### config.mk
export PLATFORM = sky130hd
export DESIGN_NAME = gray_rx
export DESIGN_NICKNAME = d
export VERILOG_FILES = /design/src/rtl/gray_rx.sv
export SDC_FILE = /design/constraint.sdc
export NUM_CORES = 1
export LEC_CHECK = 0
export ABC_AREA = 1
export CAP_MARGIN = 30
export CORE_MARGIN = 8
export CORE_UTILIZATION = 50
export DETAILED_ROUTE_END_ITERATION = 6
export PLACE_DENSITY = 0.78
export SLEW_MARGIN = 10
export SYNTH_ARGS = -nofsm -noshare
export SYNTH_HDL_FRONTEND = slang
export SYNTH_SLANG_ARGS = --single-unit
### constraint.sdc
create_clock -name Clk -period 1.9 [get_ports Clk]
set_input_delay 0.19 -clock Clk [delete_from_list [all_inputs] [get_ports Clk]]
set_output_delay 0.19 -clock Clk [all_outputs]
set_load 0.1 [all_outputs]
### src/rtl/gray_rx.sv
// -----------------------------------------------------------------------------
// gray_rx
//   Receiver / sequence checker for a 3-bit reflected-binary Gray counter.
//   Each sample accepted under Valid is decoded to binary and checked against
//   the previous accepted value. Steps of 0 (upstream hold) or +1 (mod 8) are
//   legal. Anything else latches an error until Resync or Reset. Accepted 7->0
//   steps are counted as wraps.
//
// Ports
//   Clk        in   1  system clock, rising edge
//   Reset      in   1  synchronous active-high reset, highest priority
//   Valid      in   1  GrayIn sample strobe
//   GrayIn     in   3  Gray code from the upstream counter
//   Resync     in   1  drop lock and clear error state, below Reset
//   Binary     out  3  registered binary decode of the last accepted code
//   Locked     out  1  high while tracking
//   Wrap       out  1  one-cycle pulse on an accepted 7->0 step
//   WrapCount  out  4  accepted wraps since Reset, saturating at 15
//   Overflow   out  1  sticky, set on the first accepted wrap
//   Error      out  1  sticky sequence-violation flag
//   BadCode    out  3  GrayIn value that caused the violation
// -----------------------------------------------------------------------------
module gray_rx (
  input  logic       Clk,
  input  logic       Reset,
  input  logic       Valid,
  input  logic [2:0] GrayIn,
  input  logic       Resync,
  output logic [2:0] Binary,
  output logic       Locked,
  output logic       Wrap,
  output logic [3:0] WrapCount,
  output logic       Overflow,
  output logic       Error,
  output logic [2:0] BadCode
);

  typedef enum logic [1:0] {
    IDLE  = 2'd0,  // no reference code yet
    TRACK = 2'd1,  // locked, checking each sample against the last one
    ERR   = 2'd2   // violation seen, frozen until Resync/Reset
  } state_t;

  state_t     state_q,      state_d;
  logic [2:0] binary_q,     binary_d;
  logic       locked_q,     locked_d;
  logic       wrap_q,       wrap_d;
  logic [3:0] wrap_count_q, wrap_count_d;
  logic       overflow_q,   overflow_d;
  logic       error_q,      error_d;
  logic [2:0] bad_code_q,   bad_code_d;

  logic [2:0] decoded;
  logic [2:0] binary_inc;

  // Gray to binary: each binary bit is the XOR of all Gray bits at or above it.
  always_comb begin
    decoded[2] = GrayIn[2];
    decoded[1] = GrayIn[2] ^ GrayIn[1];
    decoded[0] = GrayIn[2] ^ GrayIn[1] ^ GrayIn[0];
  end

  // Natural 3-bit overflow gives the mod-8 successor.
  assign binary_inc = binary_q + 3'd1;

  always_comb begin
    // NOTE: every next-state signal gets a default first so no path leaves
    // it unassigned; otherwise synthesis infers a latch.
    state_d      = state_q;
    binary_d     = binary_q;
    locked_d     = locked_q;
    wrap_d       = 1'b0;  // pulse: only asserted on the accepting cycle
    wrap_count_d = wrap_count_q;
    overflow_d   = overflow_q;
    error_d      = error_q;
    bad_code_d   = bad_code_q;

    if (Resync) begin
      // Any same-cycle sample is discarded; Binary and wrap history survive.
      state_d    = IDLE;
      locked_d   = 1'b0;
      error_d    = 1'b0;
      bad_code_d = 3'b000;
    end else if (Valid) begin
      unique case (state_q)
        IDLE: begin
          // First sample becomes the reference; nothing to check it against.
          state_d  = TRACK;
          binary_d = decoded;
          locked_d = 1'b1;
        end
        TRACK: begin
          if (decoded == binary_q) begin
            // Upstream held its count; nothing changes.
          end else if (decoded == binary_inc) begin
            binary_d = decoded;
            if (binary_q == 3'd7) begin
              wrap_d     = 1'b1;
              overflow_d = 1'b1;
              if (wrap_count_q != 4'hF) begin
                wrap_count_d = wrap_count_q + 4'd1;
              end
            end
          end else begin
            // Skip or backward step: keep the last good value for debug.
            state_d    = ERR;
            locked_d   = 1'b0;
            error_d    = 1'b1;
            bad_code_d = GrayIn;
          end
        end
        ERR: begin
          // Samples ignored until Resync or Reset.
        end
        default: begin
          state_d = IDLE;
        end
      endcase
    end
  end

  always_ff @(posedge Clk) begin
    // NOTE: sequential state uses non-blocking assignments so every flop
    // samples its pre-edge inputs, independent of statement order.
    if (Reset) begin
      state_q      <= IDLE;
      binary_q     <= 3'b000;
      locked_q     <= 1'b0;
      wrap_q       <= 1'b0;
      wrap_count_q <= 4'd0;
      overflow_q   <= 1'b0;
      error_q      <= 1'b0;
      bad_code_q   <= 3'b000;
    end else begin
      state_q      <= state_d;
      binary_q     <= binary_d;
      locked_q     <= locked_d;
      wrap_q       <= wrap_d;
      wrap_count_q <= wrap_count_d;
      overflow_q   <= overflow_d;
      error_q      <= error_d;
      bad_code_q   <= bad_code_d;
    end
  end

  assign Binary    = binary_q;
  assign Locked    = locked_q;
  assign Wrap      = wrap_q;
  assign WrapCount = wrap_count_q;
  assign Overflow  = overflow_q;
  assign Error     = error_q;
  assign BadCode   = bad_code_q;

endmodule

======== Word-level counts from Yosys, hierarchy flattened ========
Cells that the tools add are included.
operators by class
  eq/ne operators ......................... 9
  reductions and logical operators ........ 10
  bitwise operators ....................... 8
  mux-type cells .......................... 10
  add/subtract/negate cells ............... 2
operator list
  kind                                                              count
  4-bit AND reduction                                               3
  7-bit AND reduction                                               1
  3-bit == test                                                     2
  3-bit 2-to-1 mux                                                  2
  2-bit != test (second input constant)                             3
  1-bit NOT                                                         6
  2-bit one-hot mux with 3 select lines                             1
  3-bit one-hot mux with 2 select lines                             1
  6-bit AND reduction                                               1
  6-bit OR reduction                                                1
  5-bit AND reduction                                               1
  4-bit by 1-bit adder with 4-bit output (second input constant)    1
  2-bit 2-to-1 mux                                                  2
  4-bit != test (second input constant)                             1
  3-bit by 1-bit adder with 3-bit output (second input constant)    1
  3-bit == test (second input constant)                             1
  1-bit 2-to-1 mux                                                  3
  2-bit by 1-bit == test with 1-bit output (second input constant)  1
  2-bit == test (second input constant)                             1
  2-bit zero test                                                   1
  1-bit one-hot mux with 2 select lines                             1
  2-bit nonzero test                                                1
  2-bit OR reduction                                                1
  1-bit XOR                                                         2
word-level totals
  output and inout port bits .............. 14
  logic and storage cells ................. 47
  bits of input ports ..................... 7
  register bits ........................... 16

======== Depth between registers and ports, before layout ========
  depth in word-level cells ............... 6
  mapped depth ............................ 13
  mapped depth without buffers ............ 12

======== Worst setup path before layout ========
OpenSTA, ideal clock, no wires.
  path kind ............................... reg2reg
  start ................................... register binary_q[0], in the netlist Binary[0]
  end ..................................... register wrap_count_q[0], in the netlist WrapCount[0]
  arrival time ............................ 2.295 ns
  buffers on the path ..................... 0
  stages on the path, launching flop included .. 9
  library setup time ...................... 0.117 ns
  clock period less this slack ............ 2.412 ns
  slack ................................... -0.512 ns
  required time ........................... 1.783 ns
  cell sequence ........................... dfxtp_1 > ha_1 > ha_1 > xor2_1 > nand3b_1 > nor2_4 > nand4_2 > o21ai_1 > nor2_1
between the ends
  word-level cells in the longest chain between the ends .. 3
  elaborated cells between the ends (all ways) .. 6
  classes of those cells .................. add/sub: 1; eq/ne: 3; bitwise: 1; reduce/logical: 1
ends and longest elaborated chain
  what                                                                            RTL line  RTL
  from (decl)                                                                     45        logic [2:0] binary_q, binary_d;
  from (signal assigned)                                                          136       binary_q <= binary_d;
  3-bit by 1-bit adder with 3-bit output / 3-bit == test (equally long branches)  64, 93
  3-bit == test / 1-bit NOT (equally long branches)                               n/a
  7-bit AND reduction (no source line) (*)                                        n/a
  to (signal assigned)                                                            139       wrap_count_q <= wrap_count_d;
  to (decl)                                                                       48        logic [3:0] wrap_count_q, wrap_count_d;
Every way passes the cells marked *; elsewhere a longest branch is shown, timed or not.
A chain may end at the register's enable or synchronous reset.

======== Worst setup path after layout ========
Same ends and word-level chain as after synthesis.

==> results.yml <==
grt:
  grtUsageMet3: 0.0297
  grt_pass1_vias: 959
  antenna_found_initial: 0
  busiest_layer: "met2"
  use_met1: 0.147
  grt_use_met2: 0.265
  grt_pass1_wl_mm: 3.96
  grt_util_all_layers: 0.140
  grt_start_max_net_pins: 10
  grt_overflow_total: 0
floorplanning:
  io_pins: 21
  die_area_um2: 3710
  die_w_um: 60.9
  core_um2: 1940
  rows: 16
  start_util: 0.519
  die_y_um: 60.9
drt:
  via_per_inst: 4.93
  dr_total_vias: 962
  drt-initial-drc-count: 27
  dr.pass1.iters: 4
  wl_mm: 2.43
  ant_nets: 0
  drc: 0
  avgRoutedWirePerCell_um: 12.4
yosys:
  yosys.cell_types.count: 26
  synth_area_per_cell_um2: 7.15
  syn_area_um2: 1010
  synth_top_cell_area_share: 0.318
  synth-seq-cells: 16
  synthTopCellsByArea: "dfxtp_1 (32%), nand2_1 (10%), nor2_1 (8.2%)"
  yosys.area.top_type: "dfxtp_1"
  synth_cells: 141
  syn_nets: 151
  synth_warnings: 0
  synth_seq_area_share: 0.318
place:
  io_buffers: 20
  dpl.hpwl_mm: 1.97
  routabilityCongestion: 0.855
power:
  swShare: 0.340
  clkPwrFrac: 0.284
  p_seq_frac: 0.432
  power_density_nw_per_um2: 608
  combPwrFrac: 0.284
  power.switching_mw: 0.276
  p_leak_nw: 0.623
  power_mw: 0.811
  p_int_mw: 0.535
  max-vdd-ir-drop_uv: 538
finish:
  drive_gt1_frac: 0.345
  final_nets: 179
  syn_to_final_growth_pct: 32.4
  diodes: 0
  final_core_util: 0.688
timing:
  skew_ps: 0.669
  finalSetupViolCount: 0
  setup_tns_ps: 0
  max_slew_margin: 0.722
  fin_crit_sh: 0.954
  worst_pin_slew_ps: 413
  finalHoldViolations: 0
  rsz0062_at_grt: "false"
  fmax_ghz: 0.552
  maxSlewViolCount: 0
  finalCriticalPeriod_ps: 1810
status:
  status: "completed"
clock_network:
  ctsHtreeMaxLevel: 1
  clk_pin_slew_ps: 100
  cts_buffers: 3
  clock_path_buffers: 2
  clock_latency_ps: 290
  clock-root-buffer: "clkbuf_4"
  cts_sinks: 16
  cts_tree: "built"
job:
  maxCapViolCount: 0
setup_path:
  cpLargestDelayFamily: "simple AND/OR/NAND/NOR gates"
  cp_max_fo: 5
  worst_setup_path_end_kind: "flip-flop"
  cp_slowest_stage_delay_ps: 370
  cp.required_ps: 2090
  cp_slowest_cell: "dfxtp_4"
  critical_path_class: "flip-flop to flip-flop"
  critPathLaunchType: "flip-flop"
  crit_buf_inv: 0
  worstPathCellList: "ha_1 > ha_4 > xor2_2 > nand3b_1 > nor2_4 > nand4_4 > o21ai_2 > nor2_1"
  cp.arrival_ps: 2000
min_path:
  worstHoldPathType: "flip-flop to flip-flop"
layout make-up:
type	count	area [um^2]
multi-input combinational	102	641
tap	27	33.8
timing repair buffer	24	208
clock buffer	4	36.3
sequential	16	334
fill	165	607
inverter	22	82.6
metrics by stage:
step	setup WS, ps	cell area (um^2)	std cells	hold WS [ps]
global route	0.0564	1340	195	503
floorplan	33.2	1020	141	249
finish	88.1	1340	195	468
detailed placement	-55.0	1240	190	458
global placement	37.7	1240	190	439
CTS	14.4	1280	194	472
flip-flops by register name, indices dropped and copies added (netlist names):
register	count
Binary	3
Wrap	1
BadCode	3
WrapCount	4
state_q	2
Overflow	1
Locked	1
Error	1
routing by layer:
metal  wire [um]  part of all wire  up-vias
met4          36             0.015        0
li1            -                 -      494
met1        1010              0.42      446
met2        1290              0.53       16
met5           0                 0        -
met3          94             0.039        6
kinds of logic after synthesis:
group | share of synthesized area
AO/OA/AOI/OAI | 0.0757
XOR/XNOR | 0.0174
adder cells (fa/ha/maj) | 0.0372
buffers and inverters | 0.0931
flip-flops | 0.318
AND/OR/NAND/NOR | 0.459
worst paths after layout:
check	from	endpoint	slack [ps]	depth (start not counted)
hold / removal	Locked	Locked	470	2
hold reg to reg	Locked	Locked	470	2
setup / recovery	Binary[0]	WrapCount[0]	90	8
setup reg to reg	Binary[0]	WrapCount[0]	90	8
power by group through the flow:
| stage | clock network, mW | logic [mW] | registers, mW |
|---|---|---|---|
| floorplan | 0 | 0.115 | 0.403 |
| global placement | 0 | 0.214 | 0.357 |
| detailed placement | 0 | 0.221 | 0.358 |
| CTS | 0.235 | 0.222 | 0.350 |
| global route | 0.247 | 0.247 | 0.352 |
| finish | 0.230 | 0.230 | 0.350 |
worst register-to-register path: stages (launching register included):
cell,delay [ps]
dfxtp_4,370
ha_1,230
ha_4,230
xor2_2,150
nand3b_1,200
nor2_4,180
nand4_4,170
o21ai_2,160
nor2_1,50
synthesized netlist by cell type (all sizes together):
master	number
o21a	1
nand3	11
nand3b	1
nor2	26
o21ai	7
ha	3
dfxtp	16
buf	1
a21oi	6
xor2	2
nand2	40
nor3	1
inv	22
nand4	3
nor4	1
what timing repair did:
| action | CTS | global route |
|---|---|---|
| gates resized for setup | 0 | 8 |
| setup buffers | 0 | 1 |
| hold buffers | 0 | 0 |
| setup endpoints to repair | 0 | 5 |
layout by cell type (no fill, tap or decap), drive strengths merged:
cell type and n:
nand2 40, nor2 26, inv 22, buf 18, dfxtp 16, nand3 11
o21ai 7, clkdlybuf4s50 6, a21oi 6, clkbuf 4, nand4 3, ha 3
xor2 2, nand3b 1, nor4 1, nor3 1, o21a 1
Note: power is estimated with default switching activity, not from simulation.
==> patch 1, RTL diff (config.mk and constraints unchanged) <==
Re-encode `state_t` (3 states) as one-hot, 3 bits wide.
--- a/src/rtl/gray_rx.sv
+++ b/src/rtl/gray_rx.sv
@@ -36,8 +36,8 @@
 );
 
-  typedef enum logic [1:0] {
-    IDLE  = 2'd0,  // no reference code yet
-    TRACK = 2'd1,  // locked, checking each sample against the last one
-    ERR   = 2'd2   // violation seen, frozen until Resync/Reset
+  typedef enum logic [2:0] {
+    IDLE  = 3'b001,  // no reference code yet
+    TRACK = 3'b010,  // locked, checking each sample against the last one
+    ERR   = 3'b100   // violation seen, frozen until Resync/Reset
   } state_t;
 
Behaviour: same outputs for any inputs over 10 cycles, from zero or initial values and one cycle with Reset high; not proved beyond that.
==> patch 1 against the original RTL <==
Sequential cell count increased by 1; routed wire length decreased by 1.5%; setup slack improved by 70 ps; via count increased by 7.1%; design area increased by 1.1%; power decreased by 7.7%; area after synthesis increased by 7.3%; hold slack got worse by 1.8 ps; highest routed layer unchanged.
==> patch 1: results (changes against the original RTL) <==
wire per inst 11.4 um (was 12.4 um); largest net degree at the start of global routing 11 (was 10); Psw 0.248 mW (was 0.276 mW); DRT iter0 DRCs 12 (was 27); crit-path max FO 6 (was 5); Reg2Reg Setup Slack 160 ps (was 90 ps); post-CTS setup buffer count 0 (unchanged); Critical Path Sink state_q[1] (was WrapCount[0]); GPL Wtd Cong 0.857 (was 0.855); Synth async-reset ratio 0% (unchanged); hold path start Error (was Locked); post-DP HPWL 1890 um (was 1970 um); vias in the first global route 1010 (was 959); hold endpoint Error (was Locked); drt first pass iters 4 (unchanged); Worst Skew 0.753 ps (was 0.669 ps); CTS resizes 0 (unchanged); multiplexer share of the synthesized area 0% (unchanged); first-pass GRT wire length 4110 um (was 3960 um); fin nets 192 (was 179); Seq/Total Area, Yosys 31.4% (was 31.8%); top_reg_cell synth dfxtp_1 (unchanged); Unique masters post-synth 23 (was 26); drt via density 4.93 (about the same); Synth Area in Compound Gates 5.09% (was 7.57%); gr usage total 12.2% (was 14.0%); Max Root-Sink Buffers 2 (unchanged); peak supply drop 0.571 mV (was 0.538 mV); top cells by area, synth dfxtp_1 31%, nand2_1 10%, nand2_2 9.8%, nand3_1 8.8%, inv_1 7.3% (was dfxtp_1 32%, nand2_1 10%, nor2_1 8.2%, inv_1 7.1%, nand2_2 5.0%); Synth Area in XOR/XNOR 1.62% (was 1.74%); TritonCTS Buffers 3 (unchanged); share of cells above drive strength 1 30.9% (was 34.5%); Mapped Nets 166 (was 151); # fillers 206 (was 165); Worst Hold Depth 2 (unchanged); reg2reg path depth 10 (was 8); Ys Warns 0 (unchanged); Synth Area in Adders 3.47% (was 3.72%); worst-margin pin slew 531 ps (was 413 ps); Worst Hold Class flip-flop to flip-flop (unchanged); diodes inserted 0 (unchanged); Post-synth top cells 30 x nand2_1, 21 x inv_1, 20 x nor2_1, 19 x nand3_1 (was 28 x nand2_1, 22 x nor2_1, 19 x inv_1, 16 x dfxtp_1); Post-CTS Hold Buffers 0 (unchanged); clock-pin slew on the worst setup and hold paths 100 ps (about the same); Worst Path Arrival 1940 ps (was 2000 ps); LEAKAGE 0.671 nW (was 0.623 nW); final WL 2390 um (was 2430 um); status complete, no violations (unchanged)
-- patch 1: cell types whose count changed after synthesis, moves of 2 or more --
cell	unedited run	this run
inv_2	3	1
nand2_4	4	1
nand2_2	8	17
nor2_4	1	3
o21ai_1	5	0
nor2_1	22	20
nand3_1	8	19
nand3_2	2	0
a21oi_1	5	7
nor3_1	1	4
inv_1	19	21
nand2_1	28	30
-- patch 1: worst min-delay path, cell delays in order (launching register included) --
cell      delay, ps
dfxtp_1         320
inv_1            40
a21boi_0         70
-- patch 1: stage by stage --
step	instances	setup WS (ps)	area [um2]	hold slack (ps)	total power [mW]
finish	209	158	1350	466	0.749
global route	209	54.6	1350	527	0.787
CTS	209	54.9	1330	474	0.754
detailed placement	205	-14.1	1300	460	0.560
global placement	205	48.0	1300	445	0.555
floorplan	156	42.1	1100	249	0.515
-- patch 1: final cells by class --
class	count	area, um2	area share [%]
Multi-Input combinational cell	115	664	49.2
Sequential cell	17	354	26.2
Timing Repair Buffer	22	180	13.3
Clock buffer	3	22.5	1.67
Clock inverter	1	5.00	0.371
Tap cell	28	35.0	2.60
Inverter	23	88.8	6.58
-- patch 1: power groups by stage --
stage,combinational [mW],clock [mW],sequential [mW]
after floorplan,0.107,0,0.409
after global placement,0.178,0,0.377
after detailed placement,0.182,0,0.378
after CTS,0.183,0.201,0.370
after global routing,0.201,0.215,0.371
final,0.186,0.193,0.370
-- patch 1: metal layers --
layer	wire length [um]	vias up	track usage, %
li1	-	542	-
met1	1040	461	12.5
met2	1190	20	23.2
met3	114	7	3.05
met4	40	0	4.27
met5	0	-	0
==> patch 2, RTL diff (same flow settings) <==
Made on the original files. Put one more register stage on the output `WrapCount`, cleared by the reset. The value now appears one clock later. The other outputs are not delayed to match.
--- a/src/rtl/gray_rx.sv
+++ b/src/rtl/gray_rx.sv
@@ -147,5 +147,11 @@
   assign Locked    = locked_q;
   assign Wrap      = wrap_q;
-  assign WrapCount = wrap_count_q;
+  always_ff @(posedge Clk) begin
+    if (Reset) begin
+      WrapCount <= '0;
+    end else begin
+      WrapCount <= wrap_count_q;
+    end
+  end
   assign Overflow  = overflow_q;
   assign Error     = error_q;
Function: changed (a bounded check fails within 4 cycles, from zero or initial values and one cycle with Reset high).
==> patch 2 against the original RTL <==
Routed wire length decreased by 4.3%; design area decreased by 1.2%; setup slack improved by 33 ps; power increased by 7.2%; combinational power decreased by 15%; sequential power increased by 24%; area after synthesis increased by 5.8%; highest routed layer unchanged; sequential cell count increased by 4.
==> patch 2: results (changes against the original RTL) <==
status complete, no violations (unchanged); Peak Freq 0.562 GHz (was 0.552 GHz); peak supply drop 0.518 mV (was 0.538 mV); Psw 0.265 mW (was 0.276 mW); Placed Instances 186 (was 190); Seq/Total Area, Yosys 37.5% (was 31.8%); worst-margin pin slew 530 ps (was 413 ps); GPL Wtd Cong 0.878 (was 0.855); Logic power comb 0.196 mW (was 0.230 mW); first-pass GRT wire length 3970 um (was 3960 um); M1 GR Usage 12.7% (was 14.7%); Critical Path Sink BadCode[0] (was WrapCount[0]); met3 WL post-DR 64 um (was 94 um); crit-path max FO 6 (was 5); logic gate share of total power 22.5% (was 28.4%); gr usage total 12.4% (was 14.0%); routed via count 939 (was 962); post-DP HPWL 1890 um (was 1970 um); fin nets 174 (was 179); Post-synth top cells 34 x nand2_1, 20 x dfxtp_1, 18 x nor2_1, 14 x inv_1 (was 28 x nand2_1, 22 x nor2_1, 19 x inv_1, 16 x dfxtp_1); # fillers 187 (was 165); Avg Inst Size Synth 7.68 um2 (was 7.15 um2); Reg2Reg Setup Slack 120 ps (was 90 ps); Worst Path Arrival 1980 ps (was 2000 ps); LEAKAGE 0.661 nW (was 0.623 nW); vias in the first global route 909 (was 959); WL met1 931 um (was 1010 um); largest net degree at the start of global routing 13 (was 10); Mapped Nets 149 (was 151)
==> patch 2: kinds of logic after synthesis <==
group           Yosys count  share of synthesized area (%)
buf+inv                  22                           8.91
compound gates           15                           8.56
fa+ha+maj                 3                           3.52
flops                    20                           37.5
xor+xnor                  3                           2.46
simple gates             76                           39.0
==> patch 2: area by class of cell <==
| type | instances | area (um2) | area share (%) |
|---|---|---|---|
| Clock buffer | 4 | 36.3 | 2.75 |
| Sequential cell | 20 | 409 | 31.0 |
| Multi-Input combinational cell | 97 | 579 | 43.9 |
| Tap cell | 27 | 33.8 | 2.56 |
| Timing Repair Buffer | 22 | 180 | 13.7 |
| Inverter | 20 | 80.1 | 6.07 |
==> patch 2: worst min-delay path by stage <==
stage / cells after the start / slack [ps] / to
after floorplan: 1 / 260 / Wrap
after global placement: 2 / 450 / BadCode[1]
after detailed placement: 2 / 450 / Overflow
after CTS: 2 / 480 / Locked
after global routing: 2 / 500 / Locked
final: 2 / 470 / Locked
